===== src/rtl/arb_seq_ctrl.sv =====
// Arbitrary-sequence counter controller: plays a 16-entry table onto Out with start/stop/step control.
// Optional ARB_SEQ_LOOP_CNT_EN adds a loops input so one-shot play repeats the sequence loops+1 times.
module arb_seq_ctrl #(
  parameter int DIV_W = 8,
  parameter logic [3:0] RST_LAST = 4'd9
) (
  input  logic             C,
  input  logic             nR,
  input  logic             wr_en,
  input  logic [3:0]       wr_addr,
  input  logic [3:0]       wr_data,
  input  logic             len_wr,
  input  logic [3:0]       len_data,
  input  logic [DIV_W-1:0] div,
  input  logic             mode,
  input  logic             cmd_start,
  input  logic             cmd_stop,
  input  logic             cmd_step,
`ifdef ARB_SEQ_LOOP_CNT_EN
  input  logic [3:0]       loops,
`endif
  output logic [3:0]       Out,
  output logic             busy,
  output logic             step_pulse,
  output logic             wrap,
  output logic             done
);

  typedef enum logic [1:0] {IDLE, RUN, DONE} state_t;

  localparam logic [3:0] RST_TBL [16] = '{4'd8, 4'd2, 4'd11, 4'd7, 4'd14, 4'd1, 4'd4, 4'd8,
                                          4'd4, 4'd15, 4'd0, 4'd0, 4'd0, 4'd0, 4'd0, 4'd0};

  state_t state, state_nxt;
  logic [3:0] tbl [16];
  logic [3:0] last_idx;
  logic [3:0] cur_idx;
  logic [DIV_W-1:0] timer;
  logic mode_q;
  logic at_last, last_pass;
  logic load_start, abort, advance, reload, finish, timer_dec;

  // >= rather than == so that shrinking last_idx below cur_idx still wraps cleanly
  assign at_last = (cur_idx >= last_idx);

`ifdef ARB_SEQ_LOOP_CNT_EN
  logic [3:0] loop_cnt;
  assign last_pass = at_last && (loop_cnt == 4'd0);
`else
  assign last_pass = at_last;
`endif

  assign busy = (state == RUN);

  always_ff @(posedge C or negedge nR) begin
    if (!nR) state <= IDLE;
    else     state <= state_nxt;
  end

  always_comb begin
    state_nxt  = state;
    load_start = 1'b0;
    abort      = 1'b0;
    advance    = 1'b0;
    reload     = 1'b0;
    finish     = 1'b0;
    timer_dec  = 1'b0;
    if (cmd_stop) begin
      state_nxt = IDLE;
      abort     = 1'b1;
    end else if (cmd_start) begin
      state_nxt  = RUN;
      load_start = 1'b1;
    end else begin
      case (state)
        IDLE: advance = cmd_step;
        DONE: begin
          if (cmd_step) begin
            advance   = 1'b1;
            state_nxt = IDLE;
          end
        end
        RUN: begin
          if (timer == '0) begin
            if (mode_q && last_pass) begin
              finish    = 1'b1;
              state_nxt = DONE;
            end else begin
              advance = 1'b1;
              reload  = 1'b1;
            end
          end else begin
            timer_dec = 1'b1;
          end
        end
        default: state_nxt = IDLE;
      endcase
    end
  end

  // Table and length registers accept writes regardless of playback state
  always_ff @(posedge C or negedge nR) begin
    if (!nR) begin
      for (int i = 0; i < 16; i++) tbl[i] <= RST_TBL[i];
      last_idx <= RST_LAST;
    end else begin
      if (wr_en)  tbl[wr_addr] <= wr_data;
      if (len_wr) last_idx <= len_data;
    end
  end

  always_ff @(posedge C or negedge nR) begin
    if (!nR) begin
      cur_idx    <= RST_LAST;
      Out        <= 4'd0;
      timer      <= '0;
      mode_q     <= 1'b0;
      step_pulse <= 1'b0;
      wrap       <= 1'b0;
      done       <= 1'b0;
`ifdef ARB_SEQ_LOOP_CNT_EN
      loop_cnt   <= 4'd0;
`endif
    end else begin
      step_pulse <= 1'b0;
      wrap       <= 1'b0;
      done       <= finish;
      if (load_start) begin
        cur_idx    <= 4'd0;
        Out        <= tbl[0];
        step_pulse <= 1'b1;
        timer      <= div;
        mode_q     <= mode;
`ifdef ARB_SEQ_LOOP_CNT_EN
        loop_cnt   <= loops;
`endif
      end else if (abort) begin
        cur_idx <= last_idx;
      end else if (advance) begin
        step_pulse <= 1'b1;
        if (at_last) begin
          cur_idx <= 4'd0;
          Out     <= tbl[0];
          wrap    <= 1'b1;
`ifdef ARB_SEQ_LOOP_CNT_EN
          if (reload && mode_q) loop_cnt <= loop_cnt - 4'd1;
`endif
        end else begin
          cur_idx <= cur_idx + 4'd1;
          Out     <= tbl[cur_idx + 4'd1];
        end
        if (reload) timer <= div;
      end else if (timer_dec) begin
        timer <= timer - 1'b1;
      end
    end
  end

endmodule


===== config.mk =====
export PLATFORM = sky130hd
export DESIGN_NAME = arb_seq_ctrl
export DESIGN_NICKNAME = d
export VERILOG_FILES = /design/src/rtl/arb_seq_ctrl.sv
export SDC_FILE = /design/constraint.sdc
export NUM_CORES = 1
export LEC_CHECK = 0
export CAP_MARGIN = 30
export CORE_MARGIN = 2
export CORE_UTILIZATION = 58
export DETAILED_ROUTE_END_ITERATION = 8
export PLACE_DENSITY = 0.85
export SLEW_MARGIN = 30
export SYNTH_ARGS = -nofsm -noshare
export SYNTH_HDL_FRONTEND = slang
export SYNTH_SLANG_ARGS = --single-unit

===== constraint.sdc =====
create_clock -name C -period 3.4 [get_ports C]
set_clock_uncertainty 0.2 [all_clocks]
set_input_delay 0.51 -clock C [delete_from_list [all_inputs] [get_ports C]]
set_output_delay 0.51 -clock C [all_outputs]
set_load 0.05 [all_outputs]

==> flow_summary.json <==
{
  "outcome": "complete, but fails checks",
  "violations": "hold timing",
  "pin_count": 36,
  "finalSetupTns_ns": 0,
  "dr_wl_met2_um": 4310,
  "core-area_um2": 7610,
  "power_frac_clock": 0.217,
  "syn_to_final_growth_pct": 14.1,
  "drc": 0,
  "cp_data_arrival_time_ns": 2.84,
  "postRouteAntennaNets": 0,
  "ys_seq_area_frac": 0.508,
  "grt_first_pass_wirelength_um": 14500,
  "synth_flop_cell": "dfrtp_1",
  "synth_cells": 345,
  "finalPower_mw": 3.07,
  "p_per_area_nw_per_um2": 600,
  "maxCapViolations": 0,
  "hp-class": "in2async",
  "overflow": 0,
  "hold_violations": 7,
  "ys_ff_latch": 90,
  "die_h_um": 92.0,
  "criticalPathCategory": "reg2reg",
  "gp_congestion": 0.834,
  "fp.dieW_um": 92.0,
  "switchingPower_mw": 0.951,
  "ys_types": 53,
  "cts-resized-gates": 0,
  "clk_latency_ns": 0.36,
  "n_fill_cell": 594,
  "grt_start_max_net_pins": 91,
  "diodes": 0,
  "cts.htree.levels": 3,
  "highest_layer": "met4",
  "initial_core_util": 0.591,
  "detail_route.wl_per_cell_um": 17.6,
  "wl_met3_um": 306,
  "root_buffer": "clkbuf_8",
  "layout-drive-gt1-share": 0.370,
  "crit_required_ns": 3.44,
  "first_pass_iters": 4,
  "min_period_ns": 2.80,
  "critPathMaxFanout": 18,
  "first_global_vias": 2983,
  "max-vdd-ir-drop_mv": 0.373,
  "worst_pin_slew_ns": 0.799,
  "cts_hold_buffers": 0,
  "grtUsageTotal": 0.221,
  "rsz0062_at_grt": "false",
  "drt_iter0_drc": 91,
  "seqPwrFrac": 0.487,
  "vias": 2906,
  "wl_met1_um": 3860,
  "synthesis.area_um2": 4490,
  "intPower_mw": 2.12,
  "synth_edf_count": 0,
  "clkSlewWorstSetupHoldPaths_ns": 0.08,
  "dp_hpwl_um": 6130,
  "fmax_mhz": 357,
  "postCtsSetupBuffers": 0,
  "comb_power_share": 0.296,
  "clock-sinks": 90,
  "syn_avg_cell_area_um2": 13.0,
  "fin_nets": 419,
  "numCtsBuffers": 9,
  "ys_warn_count": 0,
  "setup-violations-final": 0,
  "portBuffers": 35,
  "swShare": 0.309,
  "die_area_um2": 8470,
  "cts_tree": "built",
  "antenna_found_initial": 0,
  "viasPerCell": 5.92,
  "cp-start-kind": "register",
  "max_slew_margin": 0.467,
  "drv_slew": 0,
  "routed_wl_um": 8620,
  "syn-num-nets": 380,
  "clockBufferDepth": 2,
  "p_leak_nw": 2.12,
  "async_reset_ff_frac": 1.00,
  "period_share": 0.823,
  "row_count": 32,
  "holdWs_ns": -0.0160,
  "worstSetupEndpointType": "register"
}
-- cell usage in the layout, fill, tap and decap left out, types with 9 or more instances in the layout --
cell	n
inv_1	12
mux4_2	16
mux2i_1	9
mux2_2	70
dfrtp_1	67
nor2_1	21
dfstp_2	23
nand2_1	16
clkbuf_8	10
a21oi_1	18
clkdlybuf4s50_1	34
-- routing by layer --
metal | vias to the layer above | global-route usage
met5 | - | 0
met4 | 0 | 0.0896
met3 | 11 | 0.0362
met2 | 61 | 0.365
met1 | 1480 | 0.293
li1 | 1354 | -
-- sequential cells by signal, indices dropped and copies added, names as in the netlist --
signal / count
cur_idx: 4
Out: 4
step_pulse: 1
wrap: 1
last_idx: 4
state: 2
mode_q: 1
tbl: 64
done: 1
timer: 8
-- worst max-delay path: stages (launching register included) --
cell and delay (ns):
dfstp_2 0.54, buf_4 0.32, ha_1 0.46, buf_4 0.25, mux4_2 0.32, mux2_2 0.30, o211ai_1 0.19, a21oi_1 0.09
-- per-stage QoR --
stage / cells / worst slack [ns] / cell area, um^2 / hold slack, ns / util
after floorplan: 345 / 0.311 / 4490 / 0.0144 / -
after global placement: 475 / 0.499 / 4940 / 0.283 / 0.650
after detailed placement: 475 / 0.403 / 4950 / 0.292 / 0.650
after CTS: 491 / 0.569 / 5130 / 0.0374 / 0.674
after global routing: 491 / 0.401 / 5130 / 0.0611 / 0.674
final: 491 / 0.602 / 5130 / -0.0160 / 0.674
-- logic make-up (layout without fill, tap and decap cells) --
| family | Yosys count | in the layout | share of synthesized area |
|---|---|---|---|
| buf+inv | 27 | 71 | 0.0306 |
| mux | 95 | 95 | 0.276 |
| fa+ha+maj | 7 | 7 | 0.0195 |
| xor+xnor | 2 | 2 | 0.00390 |
| simple gates | 74 | 74 | 0.0866 |
| compound gates | 50 | 50 | 0.0763 |
| flops | 90 | 90 | 0.508 |
-- power groups by stage --
stage / registers, mW / clock network [mW] / logic (mW)
CTS: 1.50 / 0.681 / 0.918
detailed placement: 1.52 / 0 / 0.912
global placement: 1.50 / 0 / 0.882
finish: 1.50 / 0.667 / 0.911
floorplan: 1.52 / 0 / 0.629
global route: 1.52 / 0.725 / 0.987
-- area by class of cell --
class / instances / area [um^2] / area share
multi-input combinational: 228 / 2080 / 0.405
clock buffer: 11 / 141 / 0.0276
timing repair buffer: 41 / 397 / 0.0774
inverter: 14 / 65.1 / 0.0127
tap: 102 / 128 / 0.0249
clock inverter: 5 / 40.0 / 0.00781
sequential: 90 / 2280 / 0.445
-- synth_stat cells, types with 3 or more instances --
| cell type | instances | area share |
|---|---|---|
| or3_1 | 5 | 0.0070 |
| nor3_1 | 3 | 0.0033 |
| mux2i_1 | 9 | 0.020 |
| mux2_2 | 70 | 0.18 |
| nor2_1 | 21 | 0.018 |
| dfrtp_1 | 67 | 0.37 |
| mux4_2 | 16 | 0.080 |
| nand3b_1 | 3 | 0.0050 |
| dfstp_2 | 23 | 0.13 |
| ha_1 | 7 | 0.019 |
| nand2b_1 | 6 | 0.0084 |
| nand2_1 | 16 | 0.013 |
| nand3_1 | 3 | 0.0033 |
| buf_2 | 3 | 0.0033 |
| o211ai_1 | 5 | 0.0084 |
| o22ai_1 | 3 | 0.0042 |
| o21ai_0 | 8 | 0.0089 |
| clkbuf_1 | 5 | 0.0042 |
| inv_1 | 12 | 0.010 |
| nor2b_1 | 3 | 0.0042 |
| a21oi_1 | 18 | 0.020 |
-- final timing paths --
check                      startpoint     endpoint  slack [ns]  cells after the start
max                        cur_idx[0]       Out[2]        0.60                      7
min                                nR  last_idx[2]       -0.02                      1
max reg2reg                cur_idx[0]       Out[2]        0.60                      7
min reg2reg                   tbl[12]      tbl[12]        0.31                      1
max in group asynchronous          nR      tbl[43]        2.45                      1
min in group C                tbl[12]      tbl[12]        0.31                      1
(Power assumes the default switching activity.)
